<file path="src/rtl/apb4_reg_bridge_pkg.sv">
// Shared types for the APB4 register bridge: FSM state encoding, the
// captured-transfer record and the strobe-to-bit-enable expansion.
package apb4_bridge_pkg;

  // Widest configuration the captured-transfer record can hold.
  localparam int BRIDGE_ADDR_W_MAX = 32;
  localparam int BRIDGE_DATA_W_MAX = 64;
  localparam int BRIDGE_STRB_W_MAX = BRIDGE_DATA_W_MAX / 8;

  typedef enum logic [1:0] {
    IDLE,
    REQ,
    WAIT,
    RESP
  } bridge_state_t;

  // One APB transfer as latched at the access phase.
  typedef struct packed {
    logic                         is_wr;
    logic [BRIDGE_ADDR_W_MAX-1:0] addr;
    logic [BRIDGE_DATA_W_MAX-1:0] wdata;
    logic [BRIDGE_STRB_W_MAX-1:0] strb;
  } bridge_req_t;

  // Each byte strobe becomes eight identical bit enables.
  function automatic logic [BRIDGE_DATA_W_MAX-1:0] strb_to_biten(
    input logic [BRIDGE_STRB_W_MAX-1:0] strb
  );
    logic [BRIDGE_DATA_W_MAX-1:0] biten;
    for (int i = 0; i < BRIDGE_STRB_W_MAX; i++) begin
      biten[8*i +: 8] = {8{strb[i]}};
    end
    return biten;
  endfunction

endpackage

</file>
<file path="src/rtl/apb4_reg_bridge_if.sv">
// APB4 completer port plus register-block request bus, bundled so the
// bridge takes one interface port. slave = bridge view, master = the
// APB requester / register block environment view.
interface apb4_reg_bridge_if #(
  parameter int APB_ADDR_WIDTH = 32,
  parameter int ADDR_WIDTH     = 8,
  parameter int DATA_WIDTH     = 32
);
  logic [APB_ADDR_WIDTH-1:0] paddr;
  logic                      psel;
  logic                      penable;
  logic                      pwrite;
  logic [DATA_WIDTH-1:0]     pwdata;
  logic [DATA_WIDTH/8-1:0]   pstrb;
  logic                      pready;
  logic [DATA_WIDTH-1:0]     prdata;
  logic                      pslverr;

  logic                      o_bus_req;
  logic                      o_bus_req_is_wr;
  logic [ADDR_WIDTH-1:0]     o_bus_addr;
  logic [DATA_WIDTH-1:0]     o_bus_wr_data;
  logic [DATA_WIDTH-1:0]     o_bus_wr_biten;
  logic                      bus_req_stall_wr;
  logic                      bus_req_stall_rd;
  logic                      bus_ready;
  logic [DATA_WIDTH-1:0]     bus_rd_data;
  logic                      bus_err;

  modport slave (
    input  paddr, psel, penable, pwrite, pwdata, pstrb,
    output pready, prdata, pslverr,
    output o_bus_req, o_bus_req_is_wr, o_bus_addr, o_bus_wr_data, o_bus_wr_biten,
    input  bus_req_stall_wr, bus_req_stall_rd, bus_ready, bus_rd_data, bus_err
  );

  modport master (
    output paddr, psel, penable, pwrite, pwdata, pstrb,
    input  pready, prdata, pslverr,
    input  o_bus_req, o_bus_req_is_wr, o_bus_addr, o_bus_wr_data, o_bus_wr_biten,
    output bus_req_stall_wr, bus_req_stall_rd, bus_ready, bus_rd_data, bus_err
  );

endinterface

</file>
<file path="src/rtl/apb4_reg_bridge_bus_timeout_ctr.sv">
// Response watchdog for the bridge: cleared by load, counts while enabled,
// and flags expiry during the TIMEOUT_CYCLES-th enabled cycle.
module bus_timeout_ctr #(
  parameter int TIMEOUT_CYCLES = 16
) (
  input  logic clk,
  input  logic rst_n,
  input  logic load,
  input  logic en,
  output logic expired
);

  localparam int CNT_W = (TIMEOUT_CYCLES > 1) ? $clog2(TIMEOUT_CYCLES) : 1;
  localparam logic [CNT_W-1:0] LAST = CNT_W'(TIMEOUT_CYCLES - 1);

  logic [CNT_W-1:0] cnt_q;

  assign expired = en && (cnt_q == LAST);

  // Count enabled cycles, saturating at the expiry value.
  always_ff @(posedge clk or negedge rst_n) begin
    if (!rst_n) begin
      cnt_q <= '0;
    end else if (load) begin
      cnt_q <= '0;
    end else if (en && (cnt_q != LAST)) begin
      cnt_q <= cnt_q + CNT_W'(1);
    end
  end

endmodule

</file>
<file path="src/rtl/apb4_reg_bridge.sv">
// APB4 completer bridging to a register-block request bus.
// Decodes an address window, honours per-direction request stalls, expands
// byte strobes into bit enables and returns a registered one-cycle response.
// Optional build macro APB4_REG_BRIDGE_TIMEOUT_EN adds a response watchdog.
module apb4_reg_bridge
  import apb4_bridge_pkg::*;
#(
  parameter int                        APB_ADDR_WIDTH = 32,
  parameter int                        ADDR_WIDTH     = 8,
  parameter int                        DATA_WIDTH     = 32,
  parameter logic [APB_ADDR_WIDTH-1:0] BASE_ADDR      = '0,
  parameter int                        TIMEOUT_CYCLES = 16
) (
  input logic              clk,
  input logic              rst_n,
  apb4_reg_bridge_if.slave bus
);

  bridge_state_t               state_q;
  bridge_req_t                 req_q;
  logic                        drop_q;
  logic                        pready_q;
  logic                        pslverr_q;
  logic [DATA_WIDTH-1:0]       prdata_q;

  logic                        in_window;
  logic                        setup_acc;
  logic                        dir_stall;
  logic                        bus_fire;
  logic                        psel_lost;
  logic                        wr_fire;
  logic                        tmo_expired;
  logic [BRIDGE_DATA_W_MAX-1:0] biten_full;
  logic                        unused_bits;

  // BASE_ADDR is window-aligned, so the window test is an upper-bit match
  // and paddr - BASE_ADDR truncated is just the low ADDR_WIDTH bits.
  assign in_window = (bus.paddr >> ADDR_WIDTH) == (BASE_ADDR >> ADDR_WIDTH);
  assign setup_acc = bus.psel && bus.penable && !pready_q;
  assign dir_stall = req_q.is_wr ? bus.bus_req_stall_wr : bus.bus_req_stall_rd;
  assign bus_fire  = (state_q == REQ) && bus.psel && !dir_stall;
  assign psel_lost = drop_q || !bus.psel;
  assign wr_fire   = bus_fire && req_q.is_wr;

  assign biten_full = strb_to_biten(req_q.strb);

  assign bus.o_bus_req       = bus_fire;
  assign bus.o_bus_req_is_wr = wr_fire;
  assign bus.o_bus_addr      = bus_fire ? req_q.addr[ADDR_WIDTH-1:0] : '0;
  assign bus.o_bus_wr_data   = wr_fire ? req_q.wdata[DATA_WIDTH-1:0] : '0;
  assign bus.o_bus_wr_biten  = wr_fire ? biten_full[DATA_WIDTH-1:0] : '0;

  assign bus.pready  = pready_q;
  assign bus.prdata  = prdata_q;
  assign bus.pslverr = pslverr_q;

  // The record is sized for the widest build; narrower builds leave bits idle.
  assign unused_bits = ^{req_q, biten_full};

`ifdef APB4_REG_BRIDGE_TIMEOUT_EN
  logic tmo_load;
  logic tmo_en;

  assign tmo_load = (state_q == IDLE) && setup_acc && in_window;
  assign tmo_en   = (state_q == REQ) || (state_q == WAIT);

  bus_timeout_ctr #(
    .TIMEOUT_CYCLES(TIMEOUT_CYCLES)
  ) u_timeout (
    .clk    (clk),
    .rst_n  (rst_n),
    .load   (tmo_load),
    .en     (tmo_en),
    .expired(tmo_expired)
  );
`else
  assign tmo_expired = 1'b0;
`endif

  // Transfer sequencer; response registers are set only on entry to RESP,
  // so pready/prdata/pslverr are zero in every other state.
  always_ff @(posedge clk or negedge rst_n) begin
    if (!rst_n) begin
      state_q   <= IDLE;
      req_q     <= '0;
      drop_q    <= 1'b0;
      pready_q  <= 1'b0;
      prdata_q  <= '0;
      pslverr_q <= 1'b0;
    end else begin
      pready_q  <= 1'b0;
      prdata_q  <= '0;
      pslverr_q <= 1'b0;
      case (state_q)
        IDLE: begin
          if (setup_acc) begin
            req_q.is_wr <= bus.pwrite;
            req_q.addr  <= BRIDGE_ADDR_W_MAX'(bus.paddr[ADDR_WIDTH-1:0]);
            req_q.wdata <= BRIDGE_DATA_W_MAX'(bus.pwdata);
            req_q.strb  <= BRIDGE_STRB_W_MAX'(bus.pstrb);
            drop_q      <= 1'b0;
            if (in_window) begin
              state_q <= REQ;
            end else begin
              state_q   <= RESP;
              pready_q  <= 1'b1;
              pslverr_q <= 1'b1;
            end
          end
        end
        REQ: begin
          if (!bus.psel) begin
            state_q <= IDLE;
          end else if (bus_fire && bus.bus_ready) begin
            state_q   <= RESP;
            pready_q  <= 1'b1;
            pslverr_q <= bus.bus_err;
            prdata_q  <= req_q.is_wr ? '0 : bus.bus_rd_data;
          end else if (tmo_expired) begin
            state_q   <= RESP;
            pready_q  <= 1'b1;
            pslverr_q <= 1'b1;
          end else if (bus_fire) begin
            state_q <= WAIT;
          end
        end
        WAIT: begin
          if (bus.bus_ready || tmo_expired) begin
            if (psel_lost) begin
              state_q <= IDLE;
            end else begin
              state_q  <= RESP;
              pready_q <= 1'b1;
              if (bus.bus_ready) begin
                pslverr_q <= bus.bus_err;
                prdata_q  <= req_q.is_wr ? '0 : bus.bus_rd_data;
              end else begin
                pslverr_q <= 1'b1;
              end
            end
          end else if (!bus.psel) begin
            drop_q <= 1'b1;
          end
        end
        RESP: begin
          state_q <= IDLE;
        end
        default: begin
          state_q <= IDLE;
        end
      endcase
    end
  end

endmodule

</file>
<file path="src/flat_wrapper.sv">
// flat-port wrapper written by rule: the top's interface ports become plain ports
module apb4_reg_bridge_flat import apb4_bridge_pkg::*;
#(
  parameter int                        APB_ADDR_WIDTH = 32,
  parameter int                        ADDR_WIDTH     = 8,
  parameter int                        DATA_WIDTH     = 32,
  parameter logic [APB_ADDR_WIDTH-1:0] BASE_ADDR      = '0,
  parameter int                        TIMEOUT_CYCLES = 16
)
  (clk, rst_n, bus_paddr, bus_psel, bus_penable, bus_pwrite, bus_pwdata, bus_pstrb, bus_pready, bus_prdata, bus_pslverr, bus_o_bus_req, bus_o_bus_req_is_wr, bus_o_bus_addr, bus_o_bus_wr_data, bus_o_bus_wr_biten, bus_bus_req_stall_wr, bus_bus_req_stall_rd, bus_bus_ready, bus_bus_rd_data, bus_bus_err);
  apb4_reg_bridge_if #(.APB_ADDR_WIDTH(APB_ADDR_WIDTH), .ADDR_WIDTH(ADDR_WIDTH), .DATA_WIDTH(DATA_WIDTH)) bus_i ();
  input logic clk;
  input logic rst_n;
  input wire logic [$bits(bus_i.paddr)-1:0] bus_paddr;
  input wire logic [$bits(bus_i.psel)-1:0] bus_psel;
  input wire logic [$bits(bus_i.penable)-1:0] bus_penable;
  input wire logic [$bits(bus_i.pwrite)-1:0] bus_pwrite;
  input wire logic [$bits(bus_i.pwdata)-1:0] bus_pwdata;
  input wire logic [$bits(bus_i.pstrb)-1:0] bus_pstrb;
  output wire logic [$bits(bus_i.pready)-1:0] bus_pready;
  output wire logic [$bits(bus_i.prdata)-1:0] bus_prdata;
  output wire logic [$bits(bus_i.pslverr)-1:0] bus_pslverr;
  output wire logic [$bits(bus_i.o_bus_req)-1:0] bus_o_bus_req;
  output wire logic [$bits(bus_i.o_bus_req_is_wr)-1:0] bus_o_bus_req_is_wr;
  output wire logic [$bits(bus_i.o_bus_addr)-1:0] bus_o_bus_addr;
  output wire logic [$bits(bus_i.o_bus_wr_data)-1:0] bus_o_bus_wr_data;
  output wire logic [$bits(bus_i.o_bus_wr_biten)-1:0] bus_o_bus_wr_biten;
  input wire logic [$bits(bus_i.bus_req_stall_wr)-1:0] bus_bus_req_stall_wr;
  input wire logic [$bits(bus_i.bus_req_stall_rd)-1:0] bus_bus_req_stall_rd;
  input wire logic [$bits(bus_i.bus_ready)-1:0] bus_bus_ready;
  input wire logic [$bits(bus_i.bus_rd_data)-1:0] bus_bus_rd_data;
  input wire logic [$bits(bus_i.bus_err)-1:0] bus_bus_err;
  assign bus_i.paddr = bus_paddr;
  assign bus_i.psel = bus_psel;
  assign bus_i.penable = bus_penable;
  assign bus_i.pwrite = bus_pwrite;
  assign bus_i.pwdata = bus_pwdata;
  assign bus_i.pstrb = bus_pstrb;
  assign bus_pready = bus_i.pready;
  assign bus_prdata = bus_i.prdata;
  assign bus_pslverr = bus_i.pslverr;
  assign bus_o_bus_req = bus_i.o_bus_req;
  assign bus_o_bus_req_is_wr = bus_i.o_bus_req_is_wr;
  assign bus_o_bus_addr = bus_i.o_bus_addr;
  assign bus_o_bus_wr_data = bus_i.o_bus_wr_data;
  assign bus_o_bus_wr_biten = bus_i.o_bus_wr_biten;
  assign bus_i.bus_req_stall_wr = bus_bus_req_stall_wr;
  assign bus_i.bus_req_stall_rd = bus_bus_req_stall_rd;
  assign bus_i.bus_ready = bus_bus_ready;
  assign bus_i.bus_rd_data = bus_bus_rd_data;
  assign bus_i.bus_err = bus_bus_err;
  apb4_reg_bridge #(.APB_ADDR_WIDTH(APB_ADDR_WIDTH), .ADDR_WIDTH(ADDR_WIDTH), .DATA_WIDTH(DATA_WIDTH), .BASE_ADDR(BASE_ADDR), .TIMEOUT_CYCLES(TIMEOUT_CYCLES)) u_core (.clk(clk), .rst_n(rst_n), .bus(bus_i));
endmodule
</file>
<file path="config.mk">
export PLATFORM = sky130hd
export DESIGN_NAME = apb4_reg_bridge_flat
export DESIGN_NICKNAME = d
export VERILOG_FILES = /design/src/rtl/apb4_reg_bridge_pkg.sv /design/src/rtl/apb4_reg_bridge_if.sv /design/src/rtl/apb4_reg_bridge_bus_timeout_ctr.sv /design/src/rtl/apb4_reg_bridge.sv /design/src/flat_wrapper.sv
export SDC_FILE = /design/constraint.sdc
export NUM_CORES = 1
export LEC_CHECK = 0
export ABC_AREA = 0
export BUFFER_PORTS_ARGS = -buffer_cell sky130_fd_sc_hd__buf_2
export CAP_MARGIN = 20
export CORE_MARGIN = 3
export CORE_UTILIZATION = 40
export CTS_CLUSTER_SIZE = 10
export DETAILED_ROUTE_END_ITERATION = 7
export PLACE_DENSITY = 0.75
export SETUP_SLACK_MARGIN = 0.4
export SLEW_MARGIN = 20
export SYNTH_ARGS = -nofsm -noshare
export SYNTH_HDL_FRONTEND = slang
export SYNTH_SLANG_ARGS = --single-unit
</file>
<file path="constraint.sdc">
create_clock -name clk -period 2 [get_ports clk]
set_input_delay 0.4 -clock clk [delete_from_list [all_inputs] [get_ports clk]]
set_output_delay 0.4 -clock clk [all_outputs]
set_load 0.02 [all_outputs]
</file>
Word-level counts from Yosys, hierarchy flattened --
Index checks and enable logic that the tools add are counted.
Word-level totals: input bits 109, register bits 82, logic and storage cells 67, output and inout bits 108
Operators by class: reduce and logical (&&, ||, !) cells 16, eq/ne operators 8, mux-type cells 34
Operator list (count):
- 32-bit 2-to-1 mux | 7
- 32-bit one-hot mux with 2 select lines | 1
- 32-bit logical NOT | 1
- 1-bit 2-to-1 mux | 14
- 2-bit 2-to-1 mux | 7
- 8-bit 2-to-1 mux | 1
- 2-bit one-hot mux with 4 select lines | 1
- 1-bit logical AND | 6
- 2-bit != test (second input constant) | 3
- 1-bit one-hot mux with 3 select lines | 2
- 2-bit equality test (second input constant) | 2
- 4-bit by 3-bit != test with 1-bit output (second input constant) | 1
- 4-bit AND reduction | 1
- 1-bit logical NOT | 3
- 3-bit AND reduction | 1
- 2-bit by 1-bit equality test with 1-bit output (second input constant) | 1
- 2-bit logical NOT | 1
- 2-bit by 1-bit != test with 1-bit output (second input constant) | 1
- 1-bit one-hot mux with 2 select lines | 1
- 2-bit AND reduction | 1
- 2-bit nonzero test | 1
- 1-bit logical OR | 1

Logic depth before layout (Yosys ltp) --
depth after elaboration 7, mapped depth 7, mapped depth without buffers 6

Worst setup path after synthesis --
No wires, ideal clock.
kind flip-flop to output port, from register u_core.state_q[1], to output port bus_o_bus_wr_biten[10], cell stages (with the launch flop) 7, path buffers 1, path slack 0.002 ns, data required time 1.600 ns, arrival 1.598 ns, cells stage by stage dfrtp_1 > inv_1 > ha_1 > nand2_1 > nor3_4 > and2_1 > buf_4
On the way: longest elaborated chain between the ends 5
RTL lines:
- start: declaration | RTL line apb4_reg_bridge.sv:19 | bridge_state_t state_q;
- start signal: assignment | RTL line apb4_reg_bridge.sv:84 | state_q <= IDLE;
- start signal: assignment | RTL line apb4_reg_bridge.sv:103 | state_q <= REQ;
- start signal: assignment | RTL line apb4_reg_bridge.sv:105 | state_q <= RESP;
- 2-bit by 1-bit equality test with 1-bit output | RTL line apb4_reg_bridge.sv:41 | assign bus_fire = (state_q == REQ) && bus.psel && !dir_stall;
- 1-bit logical AND (2 in a row) | RTL line apb4_reg_bridge.sv:41
- 1-bit logical AND | RTL line apb4_reg_bridge.sv:43 | assign wr_fire = bus_fire && req_q.is_wr;
- 32-bit 2-to-1 mux | RTL line apb4_reg_bridge.sv:51 | assign bus.o_bus_wr_biten = wr_fire ? biten_full[DATA_WIDTH-1:0] : '0;
- end: declaration | RTL line flat_wrapper.sv:27 | output wire logic [$bits(bus_i.o_bus_wr_biten)-1:0] bus_o_bus_wr_biten;
No other way between the ends.

Final worst setup path --
from register u_core.state_q[1], to output port bus_o_bus_wr_data[0]
On the way: longest elaborated chain between the ends 5
RTL lines:
- 2-bit by 1-bit equality test with 1-bit output | RTL line apb4_reg_bridge.sv:41
- 1-bit logical AND (2 in a row) | RTL line apb4_reg_bridge.sv:41
- 1-bit logical AND | RTL line apb4_reg_bridge.sv:43
- 32-bit 2-to-1 mux | RTL line apb4_reg_bridge.sv:50 | assign bus.o_bus_wr_data = wr_fire ? req_q.wdata[DATA_WIDTH-1:0] : '0;
- end: declaration | RTL line flat_wrapper.sv:26 | output wire logic [$bits(bus_i.o_bus_wr_data)-1:0] bus_o_bus_wr_data;
No other way between the ends.

==> metrics.cfg <==
[worst_setup_path]
slowest_stage=dfrtp_1
critPathMostFrequentCell=buf_6
start_kind=flop
crit_family=buffers and inverters
slowest_delay_ps=410
endpoint_kind=output pin
worst-setup-path-type=flop to output pin
path_max_fanout=9
cp_cell_sequence=inv_2 -> ha_4 -> nand2_8 -> nor3_4 -> buf_6 -> buf_16 -> and2_2 -> buf_6
worst_ep_required_time_ps=1600
crit_buf_inv=4
worstPathArrival_ps=1830

[global_routing]
globalRoute.totalOverflow=0
grt_pass1_wl_um=15100
grt_pass1_vias=3070
grt_max_degree=43
grt_use_total_pct=19.3
antenna_found_initial=0

[clock_tree]
insertion_delay_ps=350
cts.path.max_buffers=2
clock-sinks=82
cts_tree=done
cts-root-buf=clkbuf_8
cts_made_buffers=9
path_clk_slew_ps=90
cts_htree_levels=3

[timing]
fin_crit_ps=2230
fmax_mhz=449
drv_slew=0
holdWs_ps=30.3
hold_viol=0
setup_viol=96
min_period_over_period_pct=111
slew_headroom_pct=63.3
fin_ws_ps=-225
rsz0062_at_grt=yes
tightest_slew_ps=551
clock_skew_ps=11.1

[power]
power_switching_uw=1980
irDropWorstVdd_mv=0.606
p_leak_uw=0.00329
clock_power_share_pct=18.4
p_int_uw=4170
seqPwrFrac_pct=40.9
p_comb_share_pct=40.7
power.density_nw_per_um2=1020
p_sw_share_pct=32.1

[cells_and_area]
seqCellArea_sq_um=2050
drive_gt1_share_pct=74.7
area_delta_synth_final_pct=66.7
fillers=606
nNetsFinal=626
final_common_cell=buf_2
final_cells=625
final_cell_mix=buf_2, dfrtp_1, buf_6
diodes=0
multi_input_area_sq_um=1630

[logic_synthesis]
async_flop_share_pct=100
synth_flop_cell=dfrtp_1
synthDistinctLibCells=29
synth-edff-count=0
syn-cell-area_sq_um=3630
seq_area_frac_synth_pct=56.5
syn_inst=285
synth_nets=399
ys_ff_latch=82
avgSynthCellArea_sq_um=12.7
ys_warn_count=0

[placed_design]
dp_hpwl_um=6430
dp_cells=574
portBuffers=216
place_congestion=0.837

[detailed_routing]
via_count=2976
drt_iter0_drc=51
wirelength_um=11000
post-route-drc-count=0
vias_per_cell=4.76
first_pass_iters=4
drtAntennaViolNets=0
wl_per_cell_um=17.6

[floorplanning]
rows=34
num_io_pins=217
design.core.area_sq_um=8760
dieWidth_um=101
start_util_pct=41.5
dieArea_sq_um=10300
die_h_um=101

[outcome]
violations=negative setup slack
outcome=finished, violations left

[run]
drv_cap=0

[min_path]
min_path_type=input pin to asynchronous set/reset pin

-- registers in the layout, indices dropped and copies added (netlist names) --
| name | count |
|---|---|
| u_core.drop_q | 1 |
| u_core.state_q | 2 |
| u_core.bus.pready | 1 |
| u_core.req_q | 41 |
| u_core.biten_full | 4 |
| u_core.bus.prdata | 32 |
| u_core.bus.pslverr | 1 |
-- final timing paths --
check                                    from               endpoint  slack, ps  cells past startpoint
max                         u_core.state_q[1]   bus_o_bus_wr_data[0]       -230                      8
min                                     rst_n   u_core.bus.prdata[5]         30                      1
max reg2reg                 u_core.state_q[1]  u_core.bus.prdata[12]        -40                     12
min reg2reg                  u_core.req_q[22]       u_core.req_q[22]        510                      1
max in group asynchronous               rst_n       u_core.req_q[14]       1360                      2
min in group clk           bus_bus_rd_data[9]   u_core.bus.prdata[9]        250                      2
-- area by class of cell --
| cell class | count | share of cell area, % |
|---|---|---|
| clock buffers | 9 | 2.04 |
| clock inverters | 7 | 1.01 |
| inverters | 5 | 0.392 |
| multi-input cells | 159 | 26.9 |
| flip-flops and latches | 82 | 33.9 |
| well taps | 108 | 2.23 |
| repair buffers | 255 | 33.6 |
-- metal layers --
metal / GRT usage (%) / share of wire (%)
met1: 21.2 / 37
met2: 35.0 / 53
met3: 7.64 / 9.6
met4: 4.09 / 0.60
met5: 0 / 0
-- cell families after synthesis --
kind of cell	count (synthesis)	share of synthesized area [%]
compound gates	9	1.93
fa+ha+maj	5	1.72
buf+inv	45	8.40
flops	82	56.5
mux	48	14.9
simple gates	96	16.6
-- worst reg2reg max path, stage by stage, from the launching register on --
cell and delay [ps]:
dfrtp_1 410, inv_2 100, ha_4 170, nand2_8 60
buf_4 130, buf_6 120, nor2_4 150, buf_6 120
buf_6 90, o2111a_2 240, buf_6 130, clkbuf_16 140
and2_1 120
-- synthesized netlist by cell type, drive strengths merged, types with 2 or more instances --
library cell   n  area, sq um
and2          76          475
buf           38          279
clkbuf         2         7.51
dfrtp         82         2050
ha             5         62.6
inv            5         18.8
mux2          46          522
mux2i          2         20.0
nand2          5         18.8
nor2           3         18.8
nor4           6         37.5
o21ai          2         10.0
o32ai          2         17.5
-- per-stage QoR --
stage | instance area [sq um] | total power [uW] | setup slack [ps] | setup TNS (ps) | utilization [%]
2_1_floorplan | 3800 | 3490 | 184 | 0 | -
3_3_place_gp | 4750 | 3840 | 129 | 0 | 54.2
3_5_place_dp | 4750 | 3940 | 79.2 | 0 | 54.2
4_1_cts | 5650 | 5620 | -187 | -10150 | 64.5
5_1_grt | 6060 | 6490 | -318 | -22050 | 69.1
6_report | 6060 | 6150 | -225 | -13500 | 69.1
-- power groups by stage --
stage / combinational (uW) / clock [uW] / sequential [uW]
after floorplan: 1020 / 0 / 2470
after global placement: 1390 / 0 / 2450
after detailed placement: 1450 / 0 / 2490
after CTS: 1990 / 1160 / 2460
after global routing: 2660 / 1240 / 2580
final: 2510 / 1130 / 2510
-- timing repair --
item,in CTS,in global routing
setup endpoints to repair,154,155
gates cloned,7,5
hold buffers,0,0
setup buffers,16,7
gates resized for setup,130,77
pin swaps,5,12
Power figures use the tool's default switching activity.
